**config.mk**
```make
export PLATFORM = sky130hd
export DESIGN_NAME = player_action_ctrl
export DESIGN_NICKNAME = d
export VERILOG_FILES = /design/src/rtl/player_action_ctrl.sv
export SDC_FILE = /design/constraint.sdc
export NUM_CORES = 1
export LEC_CHECK = 0
export BUFFER_PORTS_ARGS = -buffer_cell sky130_fd_sc_hd__buf_2
export CAP_MARGIN = 15
export CORE_MARGIN = 10
export CORE_UTILIZATION = 40
export DETAILED_ROUTE_END_ITERATION = 8
export HOLD_SLACK_MARGIN = 0.06
export SYNTH_ARGS = -nofsm -noshare
export SYNTH_HDL_FRONTEND = slang
export SYNTH_SLANG_ARGS = --single-unit
```
**constraint.sdc**
```tcl
create_clock -name clk -period 14.4 [get_ports clk]
set_input_delay 1.44 -clock clk [delete_from_list [all_inputs] [get_ports clk]]
set_output_delay 1.44 -clock clk [all_outputs]
set_load 0.005 [all_outputs]
```
**src/rtl/player_action_ctrl.sv**
```systemverilog
`default_nettype none
// player_action_ctrl: two-player box movement, facing and attack/hit logic,
// advanced once per game tick derived from clk by CLK_DIV.
module player_action_ctrl #(
    parameter int CLK_DIV      = 1000000,
    parameter int SCREEN_W     = 96,
    parameter int SCREEN_H     = 64,
    parameter int SPRITE       = 8,
    parameter int REACH        = 6,
    parameter int ACTIVE_TICKS = 10,
    parameter int COOL_TICKS   = 20
) (
    input  logic       clk,
    input  logic       rst,
    input  logic [9:0] game_controls,
    output logic [6:0] p1_x,
    output logic [5:0] p1_y,
    output logic [6:0] p2_x,
    output logic [5:0] p2_y,
    output logic       p1_face,
    output logic       p2_face,
    output logic [1:0] p1_atk_st,
    output logic [1:0] p2_atk_st,
    output logic       p1_hit,
    output logic       p2_hit,
    output logic [1:0] p1_dmg,
    output logic [1:0] p2_dmg
);

    localparam int CW = (CLK_DIV > 1) ? $clog2(CLK_DIV) : 1;
    localparam int TMAX = (ACTIVE_TICKS > COOL_TICKS) ? ACTIVE_TICKS : COOL_TICKS;
    localparam int SW = $clog2(TMAX + 1);

    localparam logic [CW-1:0] C_TICK_LAST   = CW'(CLK_DIV - 1);
    localparam logic [SW-1:0] C_ACT_LAST    = SW'(ACTIVE_TICKS - 1);
    localparam logic [SW-1:0] C_COOL_LAST   = SW'(COOL_TICKS - 1);
    localparam logic [7:0]    C_X_MAX       = 8'(SCREEN_W - SPRITE);
    localparam logic [6:0]    C_Y_MAX       = 7'(SCREEN_H - SPRITE);
    localparam logic [6:0]    C_SPR7        = 7'(SPRITE);
    localparam logic [7:0]    C_SPR_REACH   = 8'(SPRITE + REACH);
    localparam logic [6:0]    C_P2_X_RESET  = 7'(SCREEN_W - 16);

    typedef enum logic [1:0] {
        ST_IDLE   = 2'b00,
        ST_ACTIVE = 2'b01,
        ST_COOL   = 2'b10
    } atk_st_t;

    logic [CW-1:0] cnt_q;
    logic          tick;

    logic [6:0]    x_q   [2];
    logic [5:0]    y_q   [2];
    logic          face_q[2];
    atk_st_t       st_q  [2];
    logic [SW-1:0] sub_q [2];
    logic [1:0]    typ_q [2];
    logic          done_q[2];
    logic          hit_q [2];
    logic [1:0]    dmg_q [2];

    logic [7:0]    x_dec [2];
    logic [7:0]    x_inc [2];
    logic [6:0]    y_dec [2];
    logic [6:0]    y_inc [2];
    logic [6:0]    x_d   [2];
    logic [5:0]    y_d   [2];
    logic          face_d[2];
    logic          in_zone[2];
    logic          blocked;

    function automatic logic [6:0] f_adiff(input logic [6:0] a, input logic [6:0] b);
        return (a > b) ? (a - b) : (b - a);
    endfunction

    assign tick = (cnt_q == C_TICK_LAST);

    always_comb begin
        blocked = 1'b0;
        for (int p = 0; p < 2; p++) begin
            // One extra bit: the top bit flags an underflow or a step past the bound.
            x_dec[p]  = {1'b0, x_q[p]} - 8'd1;
            x_inc[p]  = {1'b0, x_q[p]} + 8'd1;
            y_dec[p]  = {1'b0, y_q[p]} - 7'd1;
            y_inc[p]  = {1'b0, y_q[p]} + 7'd1;
            x_d[p]    = x_q[p];
            y_d[p]    = y_q[p];
            face_d[p] = face_q[p];
            in_zone[p] = 1'b0;
            if (st_q[p] != ST_ACTIVE) begin
                case (game_controls[5*p +: 3])
                    3'b001: if (!y_dec[p][6]) y_d[p] = y_dec[p][5:0];
                    3'b010: begin
                        face_d[p] = 1'b0;
                        if (!x_dec[p][7]) x_d[p] = x_dec[p][6:0];
                    end
                    3'b011: if (y_inc[p] <= C_Y_MAX) y_d[p] = y_inc[p][5:0];
                    3'b100: begin
                        face_d[p] = 1'b1;
                        if (x_inc[p] <= C_X_MAX) x_d[p] = x_inc[p][6:0];
                    end
                    default: ;
                endcase
            end
        end
        blocked = (f_adiff(x_d[0], x_d[1]) < C_SPR7) &&
                  (f_adiff({1'b0, y_d[0]}, {1'b0, y_d[1]}) < C_SPR7);
        for (int p = 0; p < 2; p++) begin
            // Left zone start x-REACH is compared as opp+SPRITE+REACH > x to stay unsigned.
            if (f_adiff({1'b0, y_q[p]}, {1'b0, y_q[1-p]}) < C_SPR7) begin
                if (face_q[p])
                    in_zone[p] = ({1'b0, x_q[1-p]} < ({1'b0, x_q[p]} + C_SPR_REACH)) &&
                                 (x_q[1-p] > x_q[p]);
                else
                    in_zone[p] = (x_q[1-p] < x_q[p]) &&
                                 (({1'b0, x_q[1-p]} + C_SPR_REACH) > {1'b0, x_q[p]});
            end
        end
    end

    always_ff @(posedge clk) begin
        if (rst) begin
            cnt_q     <= '0;
            x_q[0]    <= 7'd8;
            x_q[1]    <= C_P2_X_RESET;
            y_q[0]    <= 6'd28;
            y_q[1]    <= 6'd28;
            face_q[0] <= 1'b1;
            face_q[1] <= 1'b0;
            for (int p = 0; p < 2; p++) begin
                st_q[p]   <= ST_IDLE;
                sub_q[p]  <= '0;
                typ_q[p]  <= 2'b00;
                done_q[p] <= 1'b0;
                hit_q[p]  <= 1'b0;
                dmg_q[p]  <= 2'b00;
            end
        end else begin
            cnt_q <= tick ? '0 : cnt_q + 1'b1;
            for (int p = 0; p < 2; p++) begin
                hit_q[p] <= 1'b0;
                dmg_q[p] <= 2'b00;
                if (tick) begin
                    face_q[p] <= face_d[p];
                    if (!blocked) begin
                        x_q[p] <= x_d[p];
                        y_q[p] <= y_d[p];
                    end
                    case (st_q[p])
                        ST_IDLE: begin
                            if (game_controls[5*p+3 +: 2] == 2'b01 ||
                                game_controls[5*p+3 +: 2] == 2'b10) begin
                                st_q[p]   <= ST_ACTIVE;
                                typ_q[p]  <= game_controls[5*p+3 +: 2];
                                sub_q[p]  <= '0;
                                done_q[p] <= 1'b0;
                            end
                        end
                        ST_ACTIVE: begin
                            if (!done_q[p] && in_zone[p]) begin
                                hit_q[p]  <= 1'b1;
                                dmg_q[p]  <= typ_q[p];
                                done_q[p] <= 1'b1;
                            end
                            if (sub_q[p] == C_ACT_LAST) begin
                                st_q[p]  <= ST_COOL;
                                sub_q[p] <= '0;
                            end else begin
                                sub_q[p] <= sub_q[p] + 1'b1;
                            end
                        end
                        ST_COOL: begin
                            if (sub_q[p] == C_COOL_LAST) begin
                                st_q[p]  <= ST_IDLE;
                                sub_q[p] <= '0;
                            end else begin
                                sub_q[p] <= sub_q[p] + 1'b1;
                            end
                        end
                        default: st_q[p] <= ST_IDLE;
                    endcase
                end
            end
        end
    end

    assign p1_x      = x_q[0];
    assign p1_y      = y_q[0];
    assign p2_x      = x_q[1];
    assign p2_y      = y_q[1];
    assign p1_face   = face_q[0];
    assign p2_face   = face_q[1];
    assign p1_atk_st = st_q[0];
    assign p2_atk_st = st_q[1];
    assign p1_hit    = hit_q[0];
    assign p2_hit    = hit_q[1];
    assign p1_dmg    = dmg_q[0];
    assign p2_dmg    = dmg_q[1];

endmodule
`default_nettype wire

```
==> metrics <==
Gates resized, CTS repair 0; count of state elements after synthesis 74; fmax 167 MHz; initial core utilization between 40% and 50%; worst vdd ir ~64 µV; status finished clean; CP endpoint kind flip-flop; crit-path leading delay family compound AO/OA/AOI/OAI gates; maxcap violations 0; CP required ~14 ns; CP Cell Sequence buf_2 > nor2_1 > nand2_1 > a21oi_1 > o21ai_0 > a21o_1 > a22oi_1 > inv_1 > ha_1 > nand3b_1 > a21oi_1 > o21ai_0 > nor4_4 > xnor2_1 > nor3_2 > o2111a_2 > a21boi_2 > buf_4; Post-CTS Setup Bufs 0; DIE HEIGHT roughly 150 µm; cell area power density between 70 and 80 mW/mm²; Syn-to-layout area delta 9.82%; dpl hpwl between 10000 and 15000 µm; first-pass GRT wire length roughly 31000 µm; clock skew around 0.0095 ns; number of synthesized flops with an enable pin between 50 and 60; Period minus WS final around 6 ns; period utilization 41.6%; Final nets ~1000; ys async rst share 0%; Die Wd around 150 µm; count of final hold-check violations 0; Synth Instances 874; commonest cells after routing, fill and taps aside nor2_1, ha_1, inv_1, nand2_1, edfxtp_1; ant diodes 0; Clk Latency, worst-skew pair 0.35 ns; CTS tree done; RSZ-0062 raised after global routing no; placement-stage cell area ~0.0076 mm²; vias in the first global route between 5000 and 6000; I/O pin count 50; total negative setup slack 0 ns; post-synth top area share about 21%; Max H-tree Level 3; share of post-route cells with drive strength above 1 9.75%; Rows 48; slowest stage delay, CP 0.57 ns; critical path class in -> reg; Buf+Inv Stages, Crit Path 3; placed cells between 1000 and 1500; quantity of hold-fixing buffers added after cts 0; Root Buffer clkbuf_16; wire per inst 16.4 µm; full die area approximately 0.024 mm²; CP arrival just over 6 ns; Port Buf Inserts 49; synth warn 0; ANT nets after route 0; post-synth top area cell edfxtp_1; RD Place Congestion about 0.94; Leak between 3 and 4 nW; residual DRC count 0; initial antenna violation count 0; max-slew violation count 0; Final setup viols 0; post-layout instance area 0.00785 mm²; crit path max fanout 27; clock buffer depth 2; Most used DFF post-synth edfxtp_1; Seq/Total Area, Yosys approximately 28%; final instance count without filler cells around 1100; Syn Area/Cell roughly 8.2 µm²; Worst path slowest cell a21boi_2; most common cell after layout, fill and taps aside nor2_1; DR vias/cell approximately 5.6; Pre-antenna DRT Iters 6; slew margin rel. between 50 and 60%; Hold Path Class reg -> reg; # clock sinks 74; Synth Cell Area around 0.0072 mm²; Via Count roughly 6400; pin count of the biggest net entering global routing 29; top post-synthesis cells by area edfxtp_1, ha_1, dfxtp_1, nor2_1, xnor2_1; core area around 0.017 mm²; actual slew at the worst max-slew pin between 0.7 and 0.8 ns; Overflow after GRT 0; gr usage total between 10% and 20%; Final Hold Slack 0.462 ns; DRT iter0 DRCs ~410; Synth cell types between 80 and 90; final WL 18600 µm; Worst setup SP type input port; CTS Buf Count 9; clk slew on worst S/H paths approximately 0.070 ns
[kinds of logic (layout without fill, tap and decap cells)]
| logic type | after synthesis | count (layout) | share of synthesized area (%) |
|---|---|---|---|
| compound gates | 213 | 213 | 19.6 |
| xor+xnor | 52 | 52 | 6.37 |
| fa+ha+maj | 79 | 79 | 13.8 |
| buf+inv | 100 | 135 | 5.72 |
| flops | 74 | 74 | 27.9 |
| mux | 7 | 7 | 1.07 |
| other cells | 1 | 5 | 0.0524 |
| simple gates | 348 | 348 | 25.5 |
[flip-flops by register name, indices dropped and copies added (netlist names)]
register and count:
y_q 12, face_q 2, done_q 2, typ_q 4, st_q 4, dmg_q 4
cnt_q 20, hit_q 2, x_q 14, sub_q 10
[where the power goes]
part           internal (mW)  leakage (nW)  switching [mW]
Sequential             0.232         0.676         0.00927
Clock                  0.121         0.138          0.0959
Combinational         0.0483          2.45          0.0727
[final cells by class]
type / instances / area (µm²)
sequential: 74 / 1990
tap: 225 / 282
timing repair buffer: 52 / 268
fill: 1787 / 9560
multi-input combinational: 704 / 4770
inverter: 67 / 251
clock buffer: 9 / 225
clock inverter: 7 / 66.3
[routing by layer]
layer  vias up  GRT usage (%)  routed length, µm
met2       222           23.9               8330
met5         -              0                  0
met3        23           3.26               1250
li1       3232              -                  -
met1      2944           21.6               8850
met4         0           3.69                220
[stage by stage]
step	setup WS [ns]	power (mW)	util (%)
global placement	8.26	0.365	43.4
floorplan	8.19	0.334	-
finish	8.41	0.579	45.1
detailed placement	8.16	0.365	43.4
CTS	8.52	0.585	45.1
global route	7.91	0.611	45.1
[cells in the mapped netlist (all sizes together) (3+ instances only)]
library cell  instances
inv                  67
nand4                14
a32oi                 3
a211oi                8
edfxtp               51
and2                 19
o22ai                 8
or3                  15
o21ai                52
xor2                 20
nand3                36
mux2i                 5
buf                  11
o31a                  3
a22oi                 9
o21a                 10
a31oi                 7
nor2b                10
nand2b               13
o211ai                9
nor4bb                3
nor4                  8
nor2                 80
o31ai                 3
a21o                  9
or2                   3
nor3                 43
and3                 18
a21boi                6
nand2                66
ha                   79
nor3b                 7
dfxtp                23
clkbuf               22
a21oi                51
xnor2                32
a221oi                5
nand3b                5
[worst paths after layout]
path,startpoint,to,slack [ns],cells past startpoint
max,game_controls[6],x_q[0][11]$_SDFFCE_PN1P_,8.41,18
min,cnt_q[0]$_SDFF_PP0_,cnt_q[0]$_SDFF_PP0_,0.46,1
max reg2reg,x_q[0][9]$_SDFFCE_PN0P_,x_q[0][11]$_SDFFCE_PN1P_,8.57,20
min reg2reg,cnt_q[0]$_SDFF_PP0_,cnt_q[0]$_SDFF_PP0_,0.46,1
No activity file was read; power rests on OpenSTA's default activity.
